File: src/rtl/controle_registrador_pkg.sv
// rtl/controle_registrador_pkg.sv - register mode codes, command codes and sequencer states
package controle_registrador_pkg;

  localparam logic [1:0] MODE_HOLD  = 2'b00;
  localparam logic [1:0] MODE_SHIFT = 2'b01;
  localparam logic [1:0] MODE_LOAD  = 2'b10;
  localparam logic [1:0] MODE_ROT   = 2'b11;

  typedef enum logic [1:0] {
    OP_LOAD       = 2'b00,
    OP_SHIFT      = 2'b01,
    OP_LOAD_SHIFT = 2'b10,
    OP_ROTATE     = 2'b11
  } op_e;

  typedef enum logic [1:0] {
    ST_IDLE = 2'b00,
    ST_LOAD = 2'b01,
    ST_RUN  = 2'b10,
    ST_DONE = 2'b11
  } state_e;

  function automatic logic op_has_load(op_e op);
    return (op == OP_LOAD) || (op == OP_LOAD_SHIFT);
  endfunction

endpackage

File: src/rtl/controle_registrador_if.sv
// rtl/controle_registrador_if.sv - command/status bus between the system FSM and the sequencer
interface controle_registrador_if #(
  parameter int WIDTH = 14,
  parameter int CNT_W = 4
);
  logic             start;
  logic [1:0]       op;
  logic [CNT_W-1:0] count;
  logic [WIDTH-1:0] word_in;
  logic             fill;
  logic             busy;
  logic             done;
  logic [WIDTH-1:0] captured;

  modport master (output start, op, count, word_in, fill, input busy, done, captured);
  modport slave  (input start, op, count, word_in, fill, output busy, done, captured);
endinterface

File: src/rtl/controle_registrador_contador_ciclos.sv
// rtl/controle_registrador_contador_ciclos.sv - loadable down-counter; term flags the last RUN cycle
module contador_ciclos #(
  parameter int W = 4
) (
  input  logic         clk,
  input  logic         rst_n,
  input  logic         load,
  input  logic [W-1:0] load_val,
  input  logic         dec,
  output logic [W-1:0] cnt,
  output logic         term
);

  logic [W-1:0] cnt_q, cnt_d;

  always_comb begin
    cnt_d = cnt_q;
    if (load) begin
      cnt_d = load_val;
    end else if (dec && (cnt_q != '0)) begin
      cnt_d = cnt_q - W'(1);
    end
  end

  always_ff @(posedge clk or negedge rst_n) begin
    if (!rst_n) begin
      cnt_q <= '0;
    end else begin
      cnt_q <= cnt_d;
    end
  end

  assign cnt  = cnt_q;
  assign term = (cnt_q == W'(1));

endmodule

File: src/rtl/controle_registrador.sv
// rtl/controle_registrador.sv - sequences load/shift/rotate commands onto the 14-bit mode register
module controle_registrador
  import controle_registrador_pkg::*;
#(
  parameter int WIDTH = 14,
  parameter int CNT_W = 4
) (
  input  logic                   clk,
  input  logic                   rst_n,
  controle_registrador_if.slave  bus,
  input  logic                   reg_last,
  output logic                   ch0,
  output logic                   ch1,
  output logic                   d,
  output logic [WIDTH-1:0]       bits
);

  state_e           state_q, state_d;
  op_e              op_q, op_d;
  logic [WIDTH-1:0] word_q, word_d;
  logic             fill_q, fill_d;
  logic [1:0]       ch_q, ch_d;
  logic             d_q, d_d;
  logic [WIDTH-1:0] bits_q, bits_d;
  logic             busy_q, busy_d;
  logic             done_q, done_d;
  logic [WIDTH-1:0] captured_q, captured_d;

  logic [CNT_W-1:0] count_sat;
  logic [CNT_W-1:0] cnt_val;
  logic             cnt_load;
  logic             cnt_dec;
  logic             cnt_term;

  assign count_sat = (bus.count > CNT_W'(WIDTH)) ? CNT_W'(WIDTH) : bus.count;
  assign cnt_dec   = (state_q == ST_RUN);

  contador_ciclos #(.W(CNT_W)) u_contador (
    .clk      (clk),
    .rst_n    (rst_n),
    .load     (cnt_load),
    .load_val (count_sat),
    .dec      (cnt_dec),
    .cnt      (cnt_val),
    .term     (cnt_term)
  );

  always_ff @(posedge clk or negedge rst_n) begin
    if (!rst_n) begin
      state_q    <= ST_IDLE;
      op_q       <= OP_LOAD;
      word_q     <= '0;
      fill_q     <= 1'b0;
      ch_q       <= MODE_HOLD;
      d_q        <= 1'b0;
      bits_q     <= '0;
      busy_q     <= 1'b0;
      done_q     <= 1'b0;
      captured_q <= '0;
    end else begin
      state_q    <= state_d;
      op_q       <= op_d;
      word_q     <= word_d;
      fill_q     <= fill_d;
      ch_q       <= ch_d;
      d_q        <= d_d;
      bits_q     <= bits_d;
      busy_q     <= busy_d;
      done_q     <= done_d;
      captured_q <= captured_d;
    end
  end

  // Next state plus command latching; captured samples reg_last before the shift edge acts.
  always_comb begin
    state_d    = state_q;
    op_d       = op_q;
    word_d     = word_q;
    fill_d     = fill_q;
    captured_d = captured_q;
    cnt_load   = 1'b0;
    case (state_q)
      ST_IDLE: begin
        if (bus.start) begin
          op_d       = op_e'(bus.op);
          word_d     = bus.word_in;
          fill_d     = bus.fill;
          captured_d = '0;
          cnt_load   = 1'b1;
          if (op_has_load(op_e'(bus.op))) begin
            state_d = ST_LOAD;
          end else if (count_sat != '0) begin
            state_d = ST_RUN;
          end else begin
            state_d = ST_DONE;
          end
        end
      end
      ST_LOAD: begin
        state_d = ((op_q == OP_LOAD_SHIFT) && (cnt_val != '0)) ? ST_RUN : ST_DONE;
      end
      ST_RUN: begin
        captured_d = {captured_q[WIDTH-2:0], reg_last};
        if (cnt_term) begin
          state_d = ST_DONE;
        end
      end
      default: begin
        state_d = ST_IDLE;
      end
    endcase
  end

  // Outputs are registered, so they are decoded from the state being entered.
  always_comb begin
    ch_d   = MODE_HOLD;
    d_d    = d_q;
    bits_d = bits_q;
    busy_d = (state_d != ST_IDLE);
    done_d = (state_d == ST_DONE);
    case (state_d)
      ST_LOAD: begin
        ch_d   = MODE_LOAD;
        bits_d = word_d;
      end
      ST_RUN: begin
        if (op_d == OP_ROTATE) begin
          ch_d = MODE_ROT;
        end else begin
          ch_d = MODE_SHIFT;
          d_d  = fill_d;
        end
      end
      default: begin
        ch_d = MODE_HOLD;
      end
    endcase
  end

  assign ch0          = ch_q[0];
  assign ch1          = ch_q[1];
  assign d            = d_q;
  assign bits         = bits_q;
  assign bus.busy     = busy_q;
  assign bus.done     = done_q;
  assign bus.captured = captured_q;

endmodule

File: src/flat_wrapper.sv
// flat-port wrapper written by rule: the top's interface ports become plain ports
module controle_registrador_flat import controle_registrador_pkg::*;
#(
  parameter int WIDTH = 14,
  parameter int CNT_W = 4
)
  (clk, rst_n, reg_last, ch0, ch1, d, bits, bus_start, bus_op, bus_count, bus_word_in, bus_fill, bus_busy, bus_done, bus_captured);
  controle_registrador_if #(.WIDTH(WIDTH), .CNT_W(CNT_W)) bus_i ();
  input  logic clk;
  input  logic rst_n;
  input  logic reg_last;
  output logic ch0;
  output logic ch1;
  output logic d;
  output logic [WIDTH-1:0] bits;
  input wire logic [$bits(bus_i.start)-1:0] bus_start;
  input wire logic [$bits(bus_i.op)-1:0] bus_op;
  input wire logic [$bits(bus_i.count)-1:0] bus_count;
  input wire logic [$bits(bus_i.word_in)-1:0] bus_word_in;
  input wire logic [$bits(bus_i.fill)-1:0] bus_fill;
  output wire logic [$bits(bus_i.busy)-1:0] bus_busy;
  output wire logic [$bits(bus_i.done)-1:0] bus_done;
  output wire logic [$bits(bus_i.captured)-1:0] bus_captured;
  assign bus_i.start = bus_start;
  assign bus_i.op = bus_op;
  assign bus_i.count = bus_count;
  assign bus_i.word_in = bus_word_in;
  assign bus_i.fill = bus_fill;
  assign bus_busy = bus_i.busy;
  assign bus_done = bus_i.done;
  assign bus_captured = bus_i.captured;
  controle_registrador #(.WIDTH(WIDTH), .CNT_W(CNT_W)) u_core (.clk(clk), .rst_n(rst_n), .bus(bus_i), .reg_last(reg_last), .ch0(ch0), .ch1(ch1), .d(d), .bits(bits));
endmodule
File: config.mk
export PLATFORM = sky130hd
export DESIGN_NAME = controle_registrador_flat
export DESIGN_NICKNAME = d
export VERILOG_FILES = /design/src/rtl/controle_registrador_pkg.sv /design/src/rtl/controle_registrador_if.sv /design/src/rtl/controle_registrador_contador_ciclos.sv /design/src/rtl/controle_registrador.sv /design/src/flat_wrapper.sv
export SDC_FILE = /design/constraint.sdc
export NUM_CORES = 1
export LEC_CHECK = 0
export ABC_AREA = 1
export CAP_MARGIN = 20
export CORE_AREA = 2 2 74 76
export CTS_CLUSTER_DIAMETER = 150
export DETAILED_ROUTE_END_ITERATION = 6
export DIE_AREA = 0 0 76 78
export HOLD_SLACK_MARGIN = 0.12
export PLACE_DENSITY = 0.89
export SYNTH_ARGS = -nofsm -noshare
export SYNTH_HDL_FRONTEND = slang
export SYNTH_SLANG_ARGS = --single-unit
File: constraint.sdc
create_clock -name clk -period 2.3 [get_ports clk]
set_input_delay 0.46 -clock clk [delete_from_list [all_inputs] [get_ports clk]]
set_output_delay 0.46 -clock clk [all_outputs]
set_load 0.01 [all_outputs]
==> metrics.md <==
| Metric | Value |
|---|---|
| Antenna diode count | 0 |
| Number of synthesized flops with an enable pin | 0 |
| Synth Flop Type | dfrtp_1 |
| Count leader, synth | nand2_1 |
| Slew @ Worst Pin | around 0.58 ns |
| Max clock buf depth | 2 |
| Endpoints failing hold | 0 |
| Slew margin rel. | 61.2% |
| Number of global-route vias before repair | 1944 |
| Period utilisation layout | 87.6% |
| Most frequent cells after synthesis | nand2_1 (92), dfrtp_1 (56), nand3_1 (38), nor2_1 (20), a31oi_1 (14) |
| Clock H-tree levels | 2 |
| Via count | 2039 |
| DRT Wirelength | 5220 um |
| Vias/cell | 5.07 |
| Register area share after synthesis | a little under three fifths |
| Initial antenna violation count | 0 |
| Maxcap violations | 0 |
| Net count after synthesis | 309 |
| Cell taking the most area after synthesis | dfrtp_1 |
| Power per cell area | 1330 nW/um^2 |
| Hold buffers post-CTS | 0 |
| Synth warnings | 0 |
| Clock transition at the registers of the reported paths | 0.10 ns |
| Die Y | 78 um |
| Die ar. | between 5000 and 6000 um^2 |
| Initial Util | between 40% and 50% |
| Clock skew | 0.00892 ns |
| Num ports | a little under 60 |
| FMAX | roughly 0.50 GHz |
| Crit path kind | flop to flop |
| First-pass GRT wire length | 9000 um |
| Power Total | 4.32 mW |
| Syn Inst Count | 272 |
| HPWL Detailed | 3730 um |
| TritonCTS buffer count | 5 |
| CP Data Required Time | 2.52 ns |
| Final Max Tran Viols | 0 |
| Final #Nets | 368 |
| Crit-path max FO | 29 |
| RSZ-0062 raised after global routing | no |
| Syn avg cell area | 9.08 um^2 |
| HP Class | input port to asynchronous set/reset pin |
| Residual DRC count | 0 |
| All-Layer GR Usage | 19.0% |
| Synth cell types | 20 |
| Setup bufs post-CTS | 0 |
| Pleak | about 1.6 nW |
| Top cells by area, synth | dfrtp_1 (57%), nand2_1 (14%), nand3_1 (7.7%) |
| Die X | 76 um |
| Routability Congestion | ~0.80 |
| DRT antenna net count | 0 |
| Largest net degree at the start of global routing | 33 |
| Startpoint types | flop |
| Post-synth top area share | a little under three fifths |
| PortBufs | 57 |
| Tmin final | slightly above 2 ns |
| Gr ovfl total | 0 |
| Synth Cell Area | 2470 um^2 |
| First-iteration detailed-routing DRC count | 137 |
| Critical Path End Type | flop |
| Fin util | 64.3% |
| Avg WL per Cell | 13.0 um |
| Async set-or-reset flop fraction in the synthesized netlist | 100% |
| Root buf cell | clkbuf_8 |
| Core area | 5040 um^2 |
| Setup TNS | 0 ns |
| Sink Count | 56 |
| Post-cts sizing count | 0 |
| Max VDD drop | 0.676 mV |
| FP Rows | 26 |
| Setup violations, final | 0 |
| Worst-Skew Late Latency | 0.31 ns |
| Layout area overhead | 31.3% |
| #FFs+latches synth | between 50 and 60 |
| CTS tree | built |
| Layout cells sized above 1 | 6.33% |
| Status | completed |
| First-pass DRT Iterations | 4 |
| WP data arrival | 2.24 ns |
cells by family (layout without fill, tap and decap cells):
group	after synthesis	count (layout)	synth area share (%)
AO/OA/AOI/OAI	21	21	5.07
XOR/XNOR	1	1	0.355
adder cells (fa/ha/maj)	12	12	6.08
buffers and inverters	26	86	5.22
flip-flops	56	56	56.7
AND/OR/NAND/NOR	156	156	26.5
layer usage:
metal	share of wire [%]	wire, um	GRT usage (%)
met1	46	2380	25.7
met2	48	2490	31.1
met3	5.6	290	4.19
met4	1.2	61	5.27
met5	0	0	0
critical path, stage by stage, from the launching register on:
cell	delay, ns
dfrtp_1	0.42
inv_1	0.13
ha_1	0.27
inv_1	0.10
a21oi_1	0.12
nand2_1	0.06
nand3_1	0.07
nand2_1	0.07
inv_1	0.09
ha_1	0.20
buf_12	0.18
nor2_1	0.06
a31oi_1	0.16
metrics by stage:
| step | area [um^2] | hold WS [ns] | worst slack, ns | instances |
|---|---|---|---|---|
| floorplan | 2470 | 0.164 | 0.226 | 272 |
| global placement | 3130 | 0.457 | 0.142 | 394 |
| detailed placement | 3130 | 0.461 | 0.0513 | 394 |
| finish | 3240 | 0.132 | 0.286 | 402 |
| CTS | 3240 | 0.140 | 0.273 | 402 |
| global route | 3240 | 0.166 | 0.0814 | 402 |
path summary, 6_finish.rpt:
kind                                    from                        to  slack (ns)  cells after the start
min reg2reg                         u_core.d                  u_core.d        0.48                      2
max reg2reg                u_core.state_q[0]            u_core.bits[3]        0.29                     12
max in group asynchronous              rst_n  u_core.u_contador.cnt[1]        1.60                      2
min in group clk                    u_core.d                  u_core.d        0.48                      2
max                        u_core.state_q[0]            u_core.bits[3]        0.29                     12
min                                    rst_n          u_core.word_q[9]        0.13                      1
sequential cells by signal, summed over array words and instances, names as in the netlist:
register / count
u_core.bits: 14
u_core.op_q: 2
u_core.bus.captured: 14
u_core.ch_q: 2
u_core.word_q: 14
u_core.u_contador.cnt: 4
u_core.fill_q: 1
u_core.bus.busy: 1
u_core.bus.done: 1
u_core.d: 1
u_core.state_q: 2
area by class of cell:
cell class	instances	area, um^2
clock inverter	3	46.3
multi-input combinational	190	940
sequential	56	1400
fill	414	1800
clock buffer	5	68.8
inverter	14	55.1
timing repair buffer	64	643
tap	70	87.6
where the power goes:
part	leakage, nW	switching (mW)	internal [mW]
Sequential	0.702	0.204	1.38
Clock	0.0548	0.315	0.328
Combinational	0.854	1.18	0.914
cell usage in the layout (no fill, tap or decap):
| master | instances |
|---|---|
| o21ai_1 | 2 |
| a31oi_1 | 14 |
| buf_12 | 2 |
| dfrtp_1 | 56 |
| nand2_1 | 92 |
| inv_6 | 1 |
| inv_1 | 13 |
| a21oi_1 | 1 |
| clkdlybuf4s50_1 | 56 |
| inv_4 | 1 |
| o21ai_0 | 3 |
| a21boi_1 | 1 |
| nand3b_1 | 2 |
| nand2_2 | 3 |
| nand2_4 | 1 |
| ha_1 | 12 |
| clkbuf_8 | 5 |
| clkinvlp_4 | 1 |
| buf_4 | 5 |
| nand3_1 | 38 |
| xnor2_1 | 1 |
| buf_2 | 1 |
| nor2_1 | 20 |
| bufinv_16 | 1 |
Power figures use the tool's default switching activity.
